==> config.mk <==
export PLATFORM = sky130hd
export DESIGN_NAME = vecmac_seq
export DESIGN_NICKNAME = d
export VERILOG_FILES = /design/src/rtl/vecmac_seq.sv
export SDC_FILE = /design/constraint.sdc
export NUM_CORES = 1
export LEC_CHECK = 0
export BUFFER_PORTS_ARGS = -buffer_cell sky130_fd_sc_hd__buf_2
export CAP_MARGIN = 0
export CORE_MARGIN = 8
export CORE_UTILIZATION = 49
export DETAILED_ROUTE_END_ITERATION = 6
export HOLD_SLACK_MARGIN = 0.12
export PLACE_DENSITY = 0.73
export SLEW_MARGIN = 20
export SYNTH_ARGS = -nofsm -noshare
export SYNTH_HDL_FRONTEND = slang
export SYNTH_SLANG_ARGS = --single-unit
==> constraint.sdc <==
create_clock -name clk -period 3.6 [get_ports clk]
set_clock_uncertainty 0.1 [all_clocks]
set_input_delay 0.36 -clock clk [delete_from_list [all_inputs] [get_ports clk]]
set_output_delay 0.36 -clock clk [all_outputs]
set_load 0.05 [all_outputs]
==> src/rtl/vecmac_seq.sv <==
// -----------------------------------------------------------------------------
// vecmac_seq
//
// Purpose:
//   Sequences an 8-bit dot product through one shared external 4x4 multiplier.
//   Each operand pair is split into four nibble products. Each nibble product
//   is issued to the multiplier, shifted into a 16-bit product register, and
//   the finished product is added into the vector accumulator. When the pair
//   flagged "last" has been accumulated, the result is offered to the sink
//   and held until it is accepted.
//
// Build option:
//   VECMAC_SIGNED_EN  defined   -> operands are two's-complement int8. The
//                                  nibble products are formed on magnitudes,
//                                  the product is negated when the operand
//                                  signs differ, and out_ovf flags signed
//                                  overflow.
//                     undefined -> operands are unsigned 0..255 and out_ovf
//                                  flags carry-out of the accumulator.
//
// Parameters:
//   ACC_W       accumulator width (>= 17)
//
// Ports:
//   clk, rst                   rising-edge clock, synchronous active-high reset
//   in_valid/in_ready          operand pair handshake
//   in_a, in_b, in_last        operand pair and end-of-vector marker
//   out_valid/out_ready        result handshake
//   out_acc, out_ovf           accumulator and sticky overflow flag
//   mul_start, mul_a, mul_b    start pulse and nibble operands to the multiplier
//   mul_out, mul_finish        product and one-cycle done pulse from the multiplier
// -----------------------------------------------------------------------------
module vecmac_seq #(
    parameter int ACC_W = 20
) (
    input  logic             clk,
    input  logic             rst,
    input  logic             in_valid,
    output logic             in_ready,
    input  logic [7:0]       in_a,
    input  logic [7:0]       in_b,
    input  logic             in_last,
    output logic             out_valid,
    input  logic             out_ready,
    output logic [ACC_W-1:0] out_acc,
    output logic             out_ovf,
    output logic             mul_start,
    output logic [3:0]       mul_a,
    output logic [3:0]       mul_b,
    input  logic [7:0]       mul_out,
    input  logic             mul_finish
);

    typedef enum logic [2:0] {
        S_IDLE,
        S_ISSUE,
        S_WAIT,
        S_ACCUM,
        S_DONE
    } state_t;

    state_t           r_state;
    logic             r_in_ready;
    logic             r_out_valid;
    logic             r_ovf;
    logic             r_mul_start;
    logic             r_last;
    logic [ACC_W-1:0] r_acc;
    logic [15:0]      r_prod;
    logic [1:0]       r_k;
    logic [7:0]       r_a_mag;
    logic [7:0]       r_b_mag;
    logic [3:0]       r_mul_a;
    logic [3:0]       r_mul_b;
`ifdef VECMAC_SIGNED_EN
    logic             r_neg;
`endif

    logic [7:0]       w_a_mag;
    logic [7:0]       w_b_mag;
    logic [1:0]       w_k_next;
    logic [7:0]       w_nib_next;
    logic [ACC_W:0]   w_acc_res;

    // Nibble pair for step k: (aL,bL), (aL,bH), (aH,bL), (aH,bH).
    function automatic logic [7:0] nib_sel(input logic [1:0] k,
                                           input logic [7:0] a,
                                           input logic [7:0] b);
        logic [3:0] na;
        logic [3:0] nb;
        na = k[1] ? a[7:4] : a[3:0];
        nb = k[0] ? b[7:4] : b[3:0];
        return {na, nb};
    endfunction

    // Weight a partial product: shift 0, 4, 4, 8 for k = 0..3.
    function automatic logic [15:0] part_prod(input logic [7:0] p,
                                              input logic [1:0] k);
        logic [15:0] res;
        case (k)
            2'd0:    res = {8'h00, p};
            2'd3:    res = {p, 8'h00};
            default: res = {4'h0, p, 4'h0};
        endcase
        return res;
    endfunction

`ifdef VECMAC_SIGNED_EN
    // |x| for int8; -128 maps to 8'h80, which reads as 128 unsigned.
    function automatic logic [7:0] mag8(input logic [7:0] x);
        return x[7] ? (~x + 8'd1) : x;
    endfunction

    // Signed wrap-around add; MSB of the result is the overflow flag.
    function automatic logic [ACC_W:0] acc_add(input logic [ACC_W-1:0] acc,
                                               input logic [15:0]      mag,
                                               input logic             neg);
        logic signed [ACC_W-1:0] addend;
        logic signed [ACC_W-1:0] sum;
        logic                    ovf;
        addend = ACC_W'(mag);
        if (neg) begin
            addend = -addend;
        end
        sum = $signed(acc) + addend;
        ovf = (acc[ACC_W-1] == addend[ACC_W-1]) && (sum[ACC_W-1] != acc[ACC_W-1]);
        return {ovf, sum};
    endfunction

    assign w_a_mag   = mag8(in_a);
    assign w_b_mag   = mag8(in_b);
    assign w_acc_res = acc_add(r_acc, r_prod, r_neg);
`else
    // Unsigned add; MSB of the result is the carry-out.
    function automatic logic [ACC_W:0] acc_add(input logic [ACC_W-1:0] acc,
                                               input logic [15:0]      mag);
        logic [ACC_W-1:0] addend;
        addend = ACC_W'(mag);
        return {1'b0, acc} + {1'b0, addend};
    endfunction

    assign w_a_mag   = in_a;
    assign w_b_mag   = in_b;
    assign w_acc_res = acc_add(r_acc, r_prod);
`endif

    assign w_k_next   = r_k + 2'd1;
    assign w_nib_next = nib_sel(w_k_next, r_a_mag, r_b_mag);

    always_ff @(posedge clk) begin
        if (rst) begin
            r_state     <= S_IDLE;
            r_in_ready  <= 1'b0;
            r_out_valid <= 1'b0;
            r_ovf       <= 1'b0;
            r_mul_start <= 1'b0;
            r_last      <= 1'b0;
            r_acc       <= '0;
            r_prod      <= '0;
            r_k         <= '0;
            r_a_mag     <= '0;
            r_b_mag     <= '0;
            r_mul_a     <= '0;
            r_mul_b     <= '0;
`ifdef VECMAC_SIGNED_EN
            r_neg       <= 1'b0;
`endif
        end else begin
            // Start is a single-cycle pulse raised only on entry to ISSUE.
            r_mul_start <= 1'b0;
            case (r_state)
                S_IDLE: begin
                    r_in_ready <= 1'b1;
                    if (in_valid && r_in_ready) begin
                        r_a_mag     <= w_a_mag;
                        r_b_mag     <= w_b_mag;
                        r_last      <= in_last;
`ifdef VECMAC_SIGNED_EN
                        r_neg       <= in_a[7] ^ in_b[7];
`endif
                        r_k         <= 2'd0;
                        r_prod      <= '0;
                        r_mul_a     <= w_a_mag[3:0];
                        r_mul_b     <= w_b_mag[3:0];
                        r_mul_start <= 1'b1;
                        r_in_ready  <= 1'b0;
                        r_state     <= S_ISSUE;
                    end
                end
                S_ISSUE: begin
                    r_state <= S_WAIT;
                end
                S_WAIT: begin
                    if (mul_finish) begin
                        r_prod <= r_prod + part_prod(mul_out, r_k);
                        if (r_k != 2'd3) begin
                            r_k         <= w_k_next;
                            r_mul_a     <= w_nib_next[7:4];
                            r_mul_b     <= w_nib_next[3:0];
                            r_mul_start <= 1'b1;
                            r_state     <= S_ISSUE;
                        end else begin
                            r_state <= S_ACCUM;
                        end
                    end
                end
                S_ACCUM: begin
                    r_acc <= w_acc_res[ACC_W-1:0];
                    if (w_acc_res[ACC_W]) begin
                        r_ovf <= 1'b1;
                    end
                    if (r_last) begin
                        r_out_valid <= 1'b1;
                        r_state     <= S_DONE;
                    end else begin
                        r_in_ready <= 1'b1;
                        r_state    <= S_IDLE;
                    end
                end
                S_DONE: begin
                    if (out_ready) begin
                        r_out_valid <= 1'b0;
                        r_acc       <= '0;
                        r_ovf       <= 1'b0;
                        r_in_ready  <= 1'b1;
                        r_state     <= S_IDLE;
                    end
                end
                default: begin
                    r_state <= S_IDLE;
                end
            endcase
        end
    end

    assign in_ready  = r_in_ready;
    assign out_valid = r_out_valid;
    assign out_acc   = r_acc;
    assign out_ovf   = r_ovf;
    assign mul_start = r_mul_start;
    assign mul_a     = r_mul_a;
    assign mul_b     = r_mul_b;

endmodule

==> results.sh <==
export IMPL_powerDensity_nw_per_um2=326.4
export IMPL_port_buffer_count=61
export IMPL_synth_edf_count=0
export IMPL_drive_gt1_share_pct=14.40
export IMPL_synth_cells=557
export IMPL_grt_util_all_layers_pct=17.66
export IMPL_clockBufferDepth=2
export IMPL_io_pins=62
export IMPL_final_util_pct=56.95
export IMPL_cp_arrival_ns=3.55
export IMPL_ys_warn_count=0
export IMPL_fp_dieW_um=111.2
export IMPL_cp_end_kind="register"
export IMPL_design_area_um2=4991
export IMPL_coreArea_um2=8763
export IMPL_dieArea_um2=12360
export IMPL_finalHoldViolations=0
export IMPL_avgViaCountPerCell=5.708
export IMPL_remaining_drc_errors=0
export IMPL_crit_type="register to register"
export IMPL_period_share_pct=94.80
export IMPL_area_growth_pct=12.49
export IMPL_cts_sinks=70
export IMPL_layout_commonest_cell="nand2_1"
export IMPL_hold_depth=3
export IMPL_synth_seq_area_share_pct=31.58
export IMPL_postPlaceCellArea_um2=4800
export IMPL_fin_crit_ns=3.413
export IMPL_final_cell_mix="nand2_1 (77), dfxtp_1 (70), a21oi_1 (65)"
export IMPL_syn_area_um2=4437
export IMPL_setup_ws_ns=0.1873
export IMPL_drtPass1Iterations=5
export IMPL_drtIter0Drc=218
export IMPL_synthesis_nets=624
export IMPL_reg2regPathDepth=11
export IMPL_yosysTopAreaCellShare_pct=31.58
export IMPL_grt_first_pass_wirelength_um=18550
export IMPL_cp_start_kind="register"
export IMPL_synth_seq_cells=70
export IMPL_numCtsBuffers=9
export IMPL_status="completed"
export IMPL_via_count=4104
export IMPL_chipHeight_um=111.2
export IMPL_path_clk_slew_ns=0.07
export IMPL_rsz0062_at_grt="no"
export IMPL_wirelength_um=10940
export IMPL_worst_pin_slew_ns=0.9111
export IMPL_critical_path_max_fanout=16
export IMPL_place_congestion=0.8841
export IMPL_start_util_pct=50.63
export IMPL_leakagePower_nw=2.267
export IMPL_clock_latency_ns=0.35
export IMPL_maxSlewHeadroom_pct=38.98
export IMPL_timing_fmax_ghz=0.2930
export IMPL_hpwl_um=8622
export IMPL_htreeDepth=3
export IMPL_maxSlewViolCount=0
export IMPL_finalSetupViolCount=0
export IMPL_wl_per_cell_um=15.22
export IMPL_nets=674
export IMPL_synthFlopType="dfxtp_1"
export IMPL_drtAntennaViolNets=0
export IMPL_grt_pass1_vias=3938
export IMPL_drv_cap=0
export IMPL_avgSynthCellArea_um2=7.965
export IMPL_synth_cell_types=55
export IMPL_grt_max_degree=33
export IMPL_rows=34
export IMPL_grt_overflow=0
export IMPL_crit_required_ns=3.74
export IMPL_peakVddDrop_v=0.0002612
export IMPL_synthArstFlopShare_pct=0
export IMPL_cts_root_buf="clkbuf_8"
export IMPL_antenna_cells=0
export IMPL_place_ws_ns=0.1519
export IMPL_hold_path_class="input pin to register"
export IMPL_yosys_area_top_type="dfxtp_1"
export IMPL_cts_tree="done"
export IMPL_fin_tns_setup_ns=0
export IMPL_hold_ws_ns=0.1488
export IMPL_antenna_found_initial=1
export IMPL_ys_top_cells_by_area="dfxtp_1 (32%), ha_1 (9.9%), a21oi_1 (7.3%), nand2_1 (6.5%), nor2_1 (4.7%)"
## final cells by class
class,count,area [um2]
Timing Repair Buffer,65,335.3
Tap cell,108,135.1
Clock inverter,4,47.55
Inverter,16,60.06
Multi-Input combinational cell,445,2870
Fill cell,838,3772
Clock buffer,11,141.4
Sequential cell,70,1401
## final timing paths
path | slack (ns) | endpoint | from
worst max-delay path | 0.19 | r_prod[15] | r_k[1]
worst min-delay path | 0.15 | r_last | in_last
worst max register to register | 0.19 | r_prod[15] | r_k[1]
worst min register to register | 0.36 | r_a_mag[0] | r_a_mag[0]
## power breakdown
| group | switching, mW | internal (mW) |
|---|---|---|
| clock network | 0.292 | 0.333 |
| registers | 0.0145 | 0.795 |
| logic | 0.129 | 0.0649 |
## timing repair
action / 4_1_cts / 5_1_grt
hold buffers: 0 / 0
setup buffers: 0 / 0
gates resized for setup: 0 / 1
setup endpoints to repair: 0 / 1
## sequential cells by signal, summed over array words and instances (netlist names)
signal and cells:
out_valid 1, r_prod 16, r_a_mag 8, out_ovf 1, mul_a 4, r_b_mag 8
in_ready 1, out_acc 20, r_last 1, mul_b 4, r_k 2, mul_start 1
r_state 3
## cell usage after synthesis, types with 2 or more instances
master and instances:
and4_1 2, o31ai_1 4, nor3_1 10, nand2b_1 8
ha_1 35, nand3_1 3, a211oi_1 16, a31oi_1 7
nor3b_1 4, o211ai_1 3, xor2_1 6, inv_1 16
xnor2_1 11, and3_1 3, dfxtp_1 70, clkbuf_1 22
o22ai_1 2, a211o_1 2, fa_1 2, a21o_1 10
o21bai_1 4, a32oi_1 3, buf_6 2, buf_1 2
nand4_1 5, o21a_1 4, and3b_1 2, and2_1 9
a21oi_1 65, or3_1 4, nor2_1 56, a22o_1 16
a22oi_1 9, mux2i_1 17, nor2b_1 5, o21ai_0 23
nand2_1 77
## kinds of logic after synthesis
logic type / Yosys count / synth area share (%)
AO/OA/AOI/OAI: 179 / 26.25
multiplexers: 17 / 3.835
adder cells (fa/ha/maj): 37 / 10.77
flip-flops: 70 / 31.58
XOR/XNOR: 17 / 3.356
AND/OR/NAND/NOR: 195 / 20.30
buffers and inverters: 42 / 3.892
## layer usage
metal | track usage (%) | vias to the layer above | part of all wire (%)
met5 | 0 | - | 0.16
met4 | 6.578 | 2 | 2.2
met3 | 5.844 | 20 | 5.9
met2 | 27.94 | 110 | 45
met1 | 21.70 | 1860 | 47
li1 | - | 2112 | -
## worst max-delay path, cell delays in order, from the launching register on
cell and delay, ns:
dfxtp_1 0.36, inv_1 0.06, ha_1 0.30, buf_4 0.21, a22o_1 0.22, ha_1 0.36
a2111oi_0 0.49, a21oi_1 0.10, o211a_1 0.20, or4_4 0.50, and4_4 0.19, a211o_1 0.22
## metrics by stage
stage,std cells,power [mW]
3_3_place_gp,704,1.016
2_1_floorplan,557,0.9665
3_5_place_dp,704,1.021
6_report,719,1.629
5_1_grt,719,1.707
4_1_cts,719,1.644
(Power assumes the default switching activity.)
